**src/rtl/fetch_queue_pkg.sv**
```systemverilog
// fetch_queue_pkg
//   Shared constants and types for the fetch -> decode instruction buffer.
//   FQ_NOP_INSTR : word presented to decode while the queue is empty (sll $0,$0,0)
//   FQ_RESET_PC  : address fetch starts from after reset
//   fq_entry_t   : one buffered {pc, instr} pair as held in storage
package fetch_queue_pkg;

  localparam int          INSTR_W      = 32;
  localparam int          ADDR_W       = 32;
  localparam logic [31:0] FQ_NOP_INSTR = 32'h0000_0000;
  localparam logic [31:0] FQ_RESET_PC  = 32'h0040_0000;

  typedef struct packed {
    logic [ADDR_W-1:0]  pc;
    logic [INSTR_W-1:0] instr;
  } fq_entry_t;

  localparam int ENTRY_W = $bits(fq_entry_t);

endpackage

```
**src/rtl/fetch_queue_if.sv**
```systemverilog
// fetch_queue_if
//   Handshake bundle between fetch (enqueue side), decode (dequeue side) and
//   the fetch queue.
//   master : fetch/decode view - drives enq_*, flush, deq_ready
//   slave  : queue view        - drives enq_ready, deq_*, count
interface fetch_queue_if
  import fetch_queue_pkg::*;
#(
  parameter int DEPTH = 4
);

  localparam int CNT_W = $clog2(DEPTH) + 1;

  logic               enq_valid;
  logic [ADDR_W-1:0]  enq_pc;
  logic [INSTR_W-1:0] enq_instr;
  logic               enq_ready;
  logic               flush;
  logic               deq_valid;
  logic               deq_ready;
  logic [ADDR_W-1:0]  deq_pc;
  logic [ADDR_W-1:0]  deq_pc_plus4;
  logic [INSTR_W-1:0] deq_instr;
  logic [CNT_W-1:0]   count;

  modport master (
    output enq_valid, enq_pc, enq_instr, flush, deq_ready,
    input  enq_ready, deq_valid, deq_pc, deq_pc_plus4, deq_instr, count
  );

  modport slave (
    input  enq_valid, enq_pc, enq_instr, flush, deq_ready,
    output enq_ready, deq_valid, deq_pc, deq_pc_plus4, deq_instr, count
  );

endinterface

```
**src/rtl/fetch_queue_mem.sv**
```systemverilog
// fetch_queue_mem
//   DEPTH x WIDTH register array, one clocked write port, one async read port.
//   Storage is intentionally not reset; validity is tracked by the owner.
//   i_clk    : clock
//   i_we     : write enable
//   i_waddr  : write address
//   i_wdata  : write data
//   i_raddr  : read address
//   o_rdata  : read data (combinational)
module fetch_queue_mem #(
  parameter int DEPTH = 4,
  parameter int WIDTH = 64,
  parameter int AW    = $clog2(DEPTH)
) (
  input  logic             i_clk,
  input  logic             i_we,
  input  logic [AW-1:0]    i_waddr,
  input  logic [WIDTH-1:0] i_wdata,
  input  logic [AW-1:0]    i_raddr,
  output logic [WIDTH-1:0] o_rdata
);

  logic [WIDTH-1:0] r_mem [DEPTH];

  always_ff @(posedge i_clk) begin
    if (i_we) begin
      r_mem[i_waddr] <= i_wdata;
    end
  end

  assign o_rdata = r_mem[i_raddr];

endmodule

```
**src/rtl/fetch_queue.sv**
```systemverilog
// fetch_queue
//   In-order buffer of {pc, instr} pairs between fetch and decode. enq_ready is
//   the PC advance enable and depends on registered occupancy only, so there is
//   no combinational path from decode back to the PC. A flush drops every entry
//   (wrong-path instructions) and rewinds both pointers.
//   i_clock   : clock, all state on posedge
//   i_reset_n : synchronous active-low reset, dominates flush and handshakes
//   fq        : fetch_queue_if slave port (enq_*, deq_*, flush, count)
module fetch_queue
  import fetch_queue_pkg::*;
#(
  parameter int          DEPTH     = 4,
  parameter logic [31:0] NOP_INSTR = FQ_NOP_INSTR
) (
  input  logic          i_clock,
  input  logic          i_reset_n,
  fetch_queue_if.slave  fq
);

  localparam int                PTR_W    = $clog2(DEPTH);
  localparam int                CNT_W    = PTR_W + 1;
  localparam logic [CNT_W-1:0]  FULL_CNT = CNT_W'(DEPTH);

  logic [PTR_W-1:0] r_wr_ptr;
  logic [PTR_W-1:0] r_rd_ptr;
  logic [CNT_W-1:0] r_count;

  logic             w_enq_ready;
  logic             w_deq_valid;
  logic             w_enq_fire;
  logic             w_deq_fire;
  logic             w_clear;
  fq_entry_t        w_wr_entry;
  fq_entry_t        w_rd_entry;

  assign w_enq_ready = (r_count != FULL_CNT);
  assign w_deq_valid = (r_count != '0);
  assign w_enq_fire  = fq.enq_valid && w_enq_ready;
  assign w_deq_fire  = w_deq_valid && fq.deq_ready;
  // Reset and flush both rewind the queue; either one swallows same-cycle handshakes.
  assign w_clear     = !i_reset_n || fq.flush;

  assign w_wr_entry.pc    = fq.enq_pc;
  assign w_wr_entry.instr = fq.enq_instr;

  fetch_queue_mem #(
    .DEPTH (DEPTH),
    .WIDTH (ENTRY_W)
  ) u_mem (
    .i_clk   (i_clock),
    .i_we    (w_enq_fire && !w_clear),
    .i_waddr (r_wr_ptr),
    .i_wdata (w_wr_entry),
    .i_raddr (r_rd_ptr),
    .o_rdata (w_rd_entry)
  );

  // DEPTH is a power of two, so pointer wrap is plain modular increment.
  always_ff @(posedge i_clock) begin
    if (w_clear) begin
      r_wr_ptr <= '0;
      r_rd_ptr <= '0;
      r_count  <= '0;
    end else begin
      if (w_enq_fire) begin
        r_wr_ptr <= r_wr_ptr + PTR_W'(1);
      end
      if (w_deq_fire) begin
        r_rd_ptr <= r_rd_ptr + PTR_W'(1);
      end
      if (w_enq_fire && !w_deq_fire) begin
        r_count <= r_count + CNT_W'(1);
      end else if (w_deq_fire && !w_enq_fire) begin
        r_count <= r_count - CNT_W'(1);
      end
    end
  end

  assign fq.enq_ready    = w_enq_ready;
  assign fq.deq_valid    = w_deq_valid;
  assign fq.count        = r_count;
  // Stale storage is masked while empty so decode sees a clean NOP at pc 0.
  assign fq.deq_pc       = w_deq_valid ? w_rd_entry.pc : '0;
  assign fq.deq_pc_plus4 = w_deq_valid ? (w_rd_entry.pc + 32'd4) : '0;
  assign fq.deq_instr    = w_deq_valid ? w_rd_entry.instr : NOP_INSTR;

endmodule

```
**src/flat_wrapper.sv**
```systemverilog
// flat-port wrapper written by rule: the top's interface ports become plain ports
module fetch_queue_flat import fetch_queue_pkg::*;
#(
  parameter int          DEPTH     = 4,
  parameter logic [31:0] NOP_INSTR = FQ_NOP_INSTR
)
  (i_clock, i_reset_n, fq_enq_valid, fq_enq_pc, fq_enq_instr, fq_flush, fq_deq_ready, fq_enq_ready, fq_deq_valid, fq_deq_pc, fq_deq_pc_plus4, fq_deq_instr, fq_count);
  fetch_queue_if #(.DEPTH(DEPTH)) fq_i ();
  input  logic i_clock;
  input  logic i_reset_n;
  input wire logic [$bits(fq_i.enq_valid)-1:0] fq_enq_valid;
  input wire logic [$bits(fq_i.enq_pc)-1:0] fq_enq_pc;
  input wire logic [$bits(fq_i.enq_instr)-1:0] fq_enq_instr;
  input wire logic [$bits(fq_i.flush)-1:0] fq_flush;
  input wire logic [$bits(fq_i.deq_ready)-1:0] fq_deq_ready;
  output wire logic [$bits(fq_i.enq_ready)-1:0] fq_enq_ready;
  output wire logic [$bits(fq_i.deq_valid)-1:0] fq_deq_valid;
  output wire logic [$bits(fq_i.deq_pc)-1:0] fq_deq_pc;
  output wire logic [$bits(fq_i.deq_pc_plus4)-1:0] fq_deq_pc_plus4;
  output wire logic [$bits(fq_i.deq_instr)-1:0] fq_deq_instr;
  output wire logic [$bits(fq_i.count)-1:0] fq_count;
  assign fq_i.enq_valid = fq_enq_valid;
  assign fq_i.enq_pc = fq_enq_pc;
  assign fq_i.enq_instr = fq_enq_instr;
  assign fq_i.flush = fq_flush;
  assign fq_i.deq_ready = fq_deq_ready;
  assign fq_enq_ready = fq_i.enq_ready;
  assign fq_deq_valid = fq_i.deq_valid;
  assign fq_deq_pc = fq_i.deq_pc;
  assign fq_deq_pc_plus4 = fq_i.deq_pc_plus4;
  assign fq_deq_instr = fq_i.deq_instr;
  assign fq_count = fq_i.count;
  fetch_queue #(.DEPTH(DEPTH), .NOP_INSTR(NOP_INSTR)) u_core (.i_clock(i_clock), .i_reset_n(i_reset_n), .fq(fq_i));
endmodule
```
**config.mk**
```make
export PLATFORM = sky130hd
export DESIGN_NAME = fetch_queue_flat
export DESIGN_NICKNAME = d
export VERILOG_FILES = /design/src/rtl/fetch_queue_pkg.sv /design/src/rtl/fetch_queue_if.sv /design/src/rtl/fetch_queue_mem.sv /design/src/rtl/fetch_queue.sv /design/src/flat_wrapper.sv
export SDC_FILE = /design/constraint.sdc
export NUM_CORES = 1
export LEC_CHECK = 0
export CAP_MARGIN = 40
export CORE_ASPECT_RATIO = 0.7
export CORE_UTILIZATION = 54
export DETAILED_ROUTE_END_ITERATION = 16
export PLACE_DENSITY = 0.8
export SLEW_MARGIN = 20
export SYNTH_ARGS = -nofsm -noshare
export SYNTH_HDL_FRONTEND = slang
export SYNTH_SLANG_ARGS = --single-unit
```
**constraint.sdc**
```tcl
create_clock -name i_clock -period 3.3 [get_ports i_clock]
set_input_delay 0.495 -clock i_clock [delete_from_list [all_inputs] [get_ports i_clock]]
set_output_delay 0.495 -clock i_clock [all_outputs]
set_load 0.005 [all_outputs]
```
Word-level counts from Yosys, hierarchy flattened
Memory sizes are Yosys's and may differ from the RTL's. A register that Yosys moved wholly into a read port is not among the register bits.
Index checks and enable logic that the tools add are counted.
{"block": "totals", "register_bits": 7, "mem_bits_rw": 256, "in_bits": 69, "out_inout_bits": 101, "elab_cells": 31, "n_memories": 1}
{"memory": "u_core.u_mem.r_mem", "words": 4, "width": 64, "read_ports": 1, "rd_ports_with_merged_regs": 1, "write_ports": 1, "line": "fetch_queue_mem.sv:23", "source": "logic [WIDTH-1:0] r_mem [DEPTH];"}
{"block": "classes", "n_addsub": 5, "n_eq_ne": 1, "n_mux": 9, "n_reduce_logical": 12}
{"cell": "$mux W32", "count": 3}
{"cell": "$add A32 B3 Y32 const B", "count": 1}
{"cell": "$mux W3", "count": 2}
{"cell": "$logic_and A1 B1 Y1", "count": 5}
{"cell": "$add A2 B1 Y2 const B", "count": 2}
{"cell": "$logic_not A1 Y1", "count": 4}
{"cell": "$mux W2", "count": 2}
{"cell": "$add A3 B1 Y3 const B", "count": 1}
{"cell": "$ne A3 B3 Y1 const B", "count": 1}
{"cell": "$reduce_bool A3 Y1", "count": 1}
{"cell": "$sub A3 B1 Y3 const B", "count": 1}
{"cell": "$mux W1", "count": 2}
{"cell": "$reduce_bool A2 Y1", "count": 1}
{"cell": "$logic_or A1 B1 Y1", "count": 1}

Depth between registers and ports, before layout
{"block": "depth", "word_depth": 6, "depth_mapped": 10}

Modules after synthesis
Synthesis repeated with hierarchy kept, for this count alone.
{"block": "unflattened", "hier_cells": 568, "hier_area_um2": 10846.7}
{"mod": "fetch_queue_mem", "instances": 1, "cells_per_inst": 338, "area_per_inst_um2": 9341.5}
{"mod": "fetch_queue", "instances": 1, "cells_per_inst": 230, "area_per_inst_um2": 1505.2}

Worst setup path after synthesis
OpenSTA, ideal clock, no wires.
{"block": "synth_path", "path_kind": "flip-flop to output port", "startpoint": "reg with a tool-made name", "endpoint": "out fq_deq_pc_plus4[26]", "arrival_time_ns": 2.501, "t_required_ns": 2.805, "path_slack_ns": 0.304, "stages_incl_launch_ff": 10, "path_buffers": 3, "path_cell_list": "dfxtp_1 buf_6 buf_12 mux4_1 ha_1 nand3_2 or4_1 buf_2 or4_1 a21oi_1"}
{"item": "end: declaration", "line": "flat_wrapper.sv:19", "source": "output wire logic [$bits(fq_i.deq_pc_plus4)-1:0] fq_deq_pc_plus4;"}

==> results.sh <==
export IMPL_fill_cells=1170
export IMPL_final_max_slew_viol_count=0
export IMPL_firstDrtPassIters=5
export IMPL_yosysTopAreaCellShare_pct=70.0
export IMPL_start_util_pct=55.3
export IMPL_final_antenna_net_count=0
export IMPL_peakVddDrop_uv=494
export IMPL_ys_ff_latch=265
export IMPL_fin_crit_ns=3.47
export IMPL_hold_class="reg -> reg"
export IMPL_synth_seq_area_share_pct=71.6
export IMPL_tightest_slew_ns=0.699
export IMPL_cp_arrival_ns=2.98
export IMPL_clock_skew_ns=0.0106
export IMPL_drt_iter0_drc=637
export IMPL_cts_tree="yes"
export IMPL_hpwl_um=15600
export IMPL_place_area_um2=13400
export IMPL_path_clk_slew_ns=0.06
export IMPL_worst_setup_path_type="reg -> out"
export IMPL_slowest_delay_ns=0.58
export IMPL_cp_end_kind="output port"
export IMPL_crit_cells=9
export IMPL_antenna_found_initial=1
export IMPL_holdBufCountCts=0
export IMPL_syn_area_per_cell_um2=18.6
export IMPL_hold_depth=2
export IMPL_route_met3_wl_um=2220
export IMPL_synth_edf_count=256
export IMPL_route_detailed_drc=0
export IMPL_synth_ff_type="edfxtp_1"
export IMPL_area_growth_pct=33.2
export IMPL_yosys_area_top_type="edfxtp_1"
export IMPL_layout_setup_ws_ns=-0.171
export IMPL_rsz0062_at_grt="true"
export IMPL_crit_buf_inv=3
export IMPL_synth_area_um2=11000
export IMPL_critPathLaunchType="register"
export IMPL_crit_top_cell="buf_6"
export IMPL_period_share_pct=105
export IMPL_cts_buffers=26
export IMPL_clk_latency_ns=0.53
export IMPL_wl_met1_um=10200
export IMPL_synth_top_cells_by_count="256 x edfxtp_1, 66 x and2_1, 50 x mux4_2"
export IMPL_place_gp_congestion=0.926
export IMPL_status="finished, violations left"
export IMPL_cts_sinks=265
export IMPL_utilization_pct=73.7
export IMPL_critical_path_top_delay_family="simple AND/OR/NAND/NOR gates"
export IMPL_r2r_cells=9
export IMPL_wirelength_um=25300
export IMPL_grt_overflow_total=0
export IMPL_syn_instance_count=592
export IMPL_rows=43
export IMPL_layout_drive_gt1_share_pct=28.9
export IMPL_die_w_um=172
export IMPL_clockBufferDepth=3
export IMPL_htreeDepth=1
export IMPL_root_buffer="clkbuf_16"
export IMPL_io_pins=170
export IMPL_violations="setup timing"
export IMPL_worst_path_max_fanout=5
export IMPL_setup_violations=16
export IMPL_synth_fp_nets=668
export IMPL_crit_required_ns=2.80
export IMPL_synth_distinct_cells=38
export IMPL_fmaxAchievable_mhz=288
export IMPL_via_per_inst=5.79
export IMPL_fin_nets=922
export IMPL_io_buffers=169
export IMPL_grt_pass1_vias=6784
export IMPL_grt_util_all_layers_pct=24.5
export IMPL_core_um2=19900
export IMPL_setup_tns_final_ns=-1.16
export IMPL_p_leak_nw=4.94
export IMPL_async_flop_share_pct=0
export IMPL_yosys_top_cells_area="edfxtp_1 70%, mux4_2 10%, and2_1 3.8%"
export IMPL_finalHoldViolCount=0
export IMPL_met2_length_um=12300
export IMPL_highest_layer="met4"
export IMPL_avgRoutedWirePerCell_um=22.3
export IMPL_yosysWarnings=0
export IMPL_slowest_stage="or4_4"
export IMPL_cap_violations=0
export IMPL_final_area_um2=14600
export IMPL_slew_headroom_pct=53.3
export IMPL_grt_max_degree=65
export IMPL_power_density_nw_per_um2=510
export IMPL_die_y_um=121
export IMPL_vias=6559
export IMPL_yosysMostFrequentCell="edfxtp_1"
export IMPL_grt_pass1_wl_um=37900
export IMPL_die_area_um2=20900
export IMPL_crit_chain="buf_6, mux4_2, ha_4, nand3_4, or4_4, buf_6, or3_4, a21oi_2, buf_2"
worst min-delay path: cells and delay by family, from the launching register on:
family	cells	cell delay (ns)
flops	1	0.34
simple gates	1	0.07
compound gates	1	0.06
area by class of cell:
type | count | area, µm² | area share, %
Antenna cell | 1 | 2.50 | 0.0171
Clock buffer | 29 | 662 | 4.52
Clock inverter | 14 | 87.6 | 0.599
Inverter | 9 | 33.8 | 0.231
Multi-Input combinational cell | 289 | 3190 | 21.8
Sequential cell | 265 | 7880 | 53.8
Tap cell | 270 | 338 | 2.31
Timing Repair Buffer | 255 | 2440 | 16.7
layout by cell type, fill, tap and decap left out, types with 5 or more instances in the layout:
cell type,n
edfxtp_1,256
clkdlybuf4s50_1,142
mux4_2,61
and2_1,61
buf_4,59
nor2_1,31
clkbuf_16,26
buf_6,24
nand2_1,14
a21oi_1,9
buf_2,9
inv_1,8
xnor2_1,8
dlygate4sd2_1,8
nand4_1,7
dfxtp_1,7
or3_1,6
nand3_1,6
xor2_1,6
clkinv_1,6
buf_12,6
nand3_4,5
and2_4,5
or4_4,5
nor4_4,5
mux2_4,5
o21ai_0,5
ha_1,5
clkinv_2,5
metrics by stage:
step                      hold slack [ns]  total power, mW  cells  setup WS, ns
after floorplan                     0.469             4.24    592         0.304
after global placement              0.485             4.83   1056       -0.0240
after detailed placement            0.498             4.86   1056       -0.0649
after CTS                           0.516             7.48   1128        -0.249
after global routing                0.539             7.72   1131        -0.246
final                               0.517             7.46   1132        -0.171
cell families after synthesis:
group,Yosys count,synth area share [%]
xor gates and xnor gates,16,1.28
DFF,265,71.6
AOI/OAI and AO/OA,27,1.36
adders and majority gates,7,0.865
muxes,72,14.2
and+or+nand+nor,167,8.81
buffers and inverters,38,1.83
power breakdown:
group	switching, mW	internal, mW	leakage (nW)	total [mW]
clock	1.17	1.44	0.367	2.61
sequential	0.0196	3.73	2.39	3.75
combinational	0.488	0.605	2.19	1.09
total	1.68	5.78	4.94	7.46
flip-flops by register name, indices dropped and copies added (netlist names), named ones only:
signal,cells
u_core.r_rd_ptr,2
u_core.u_mem.r_mem,256
u_core.r_wr_ptr,2
u_core.fq.count,3
routing by layer:
layer | vias up | GRT usage [%]
met1 | 3328 | 32.4
met5 | - | 0
met4 | 0 | 5.86
met2 | 325 | 41.1
li1 | 2854 | -
met3 | 52 | 5.97
path summary, 6_finish.rpt:
check	start	end	slack [ns]
max	register	fq_deq_pc_plus4[22]	-0.17
min	u_core.r_wr_ptr[1]	u_core.r_wr_ptr[1]	0.52
max reg2reg	u_core.fq.count[1]	u_core.fq.count[2]	0.82
min reg2reg	u_core.r_wr_ptr[1]	u_core.r_wr_ptr[1]	0.52
timing repair:
action / CTS / global route
cloned: 0 / 0
endpoints found under the setup margin: 55 / 52
resized for setup: 130 / 33
buffers inserted: 30 / 3
pin swaps: 26 / 14
(Power assumes the default switching activity.)
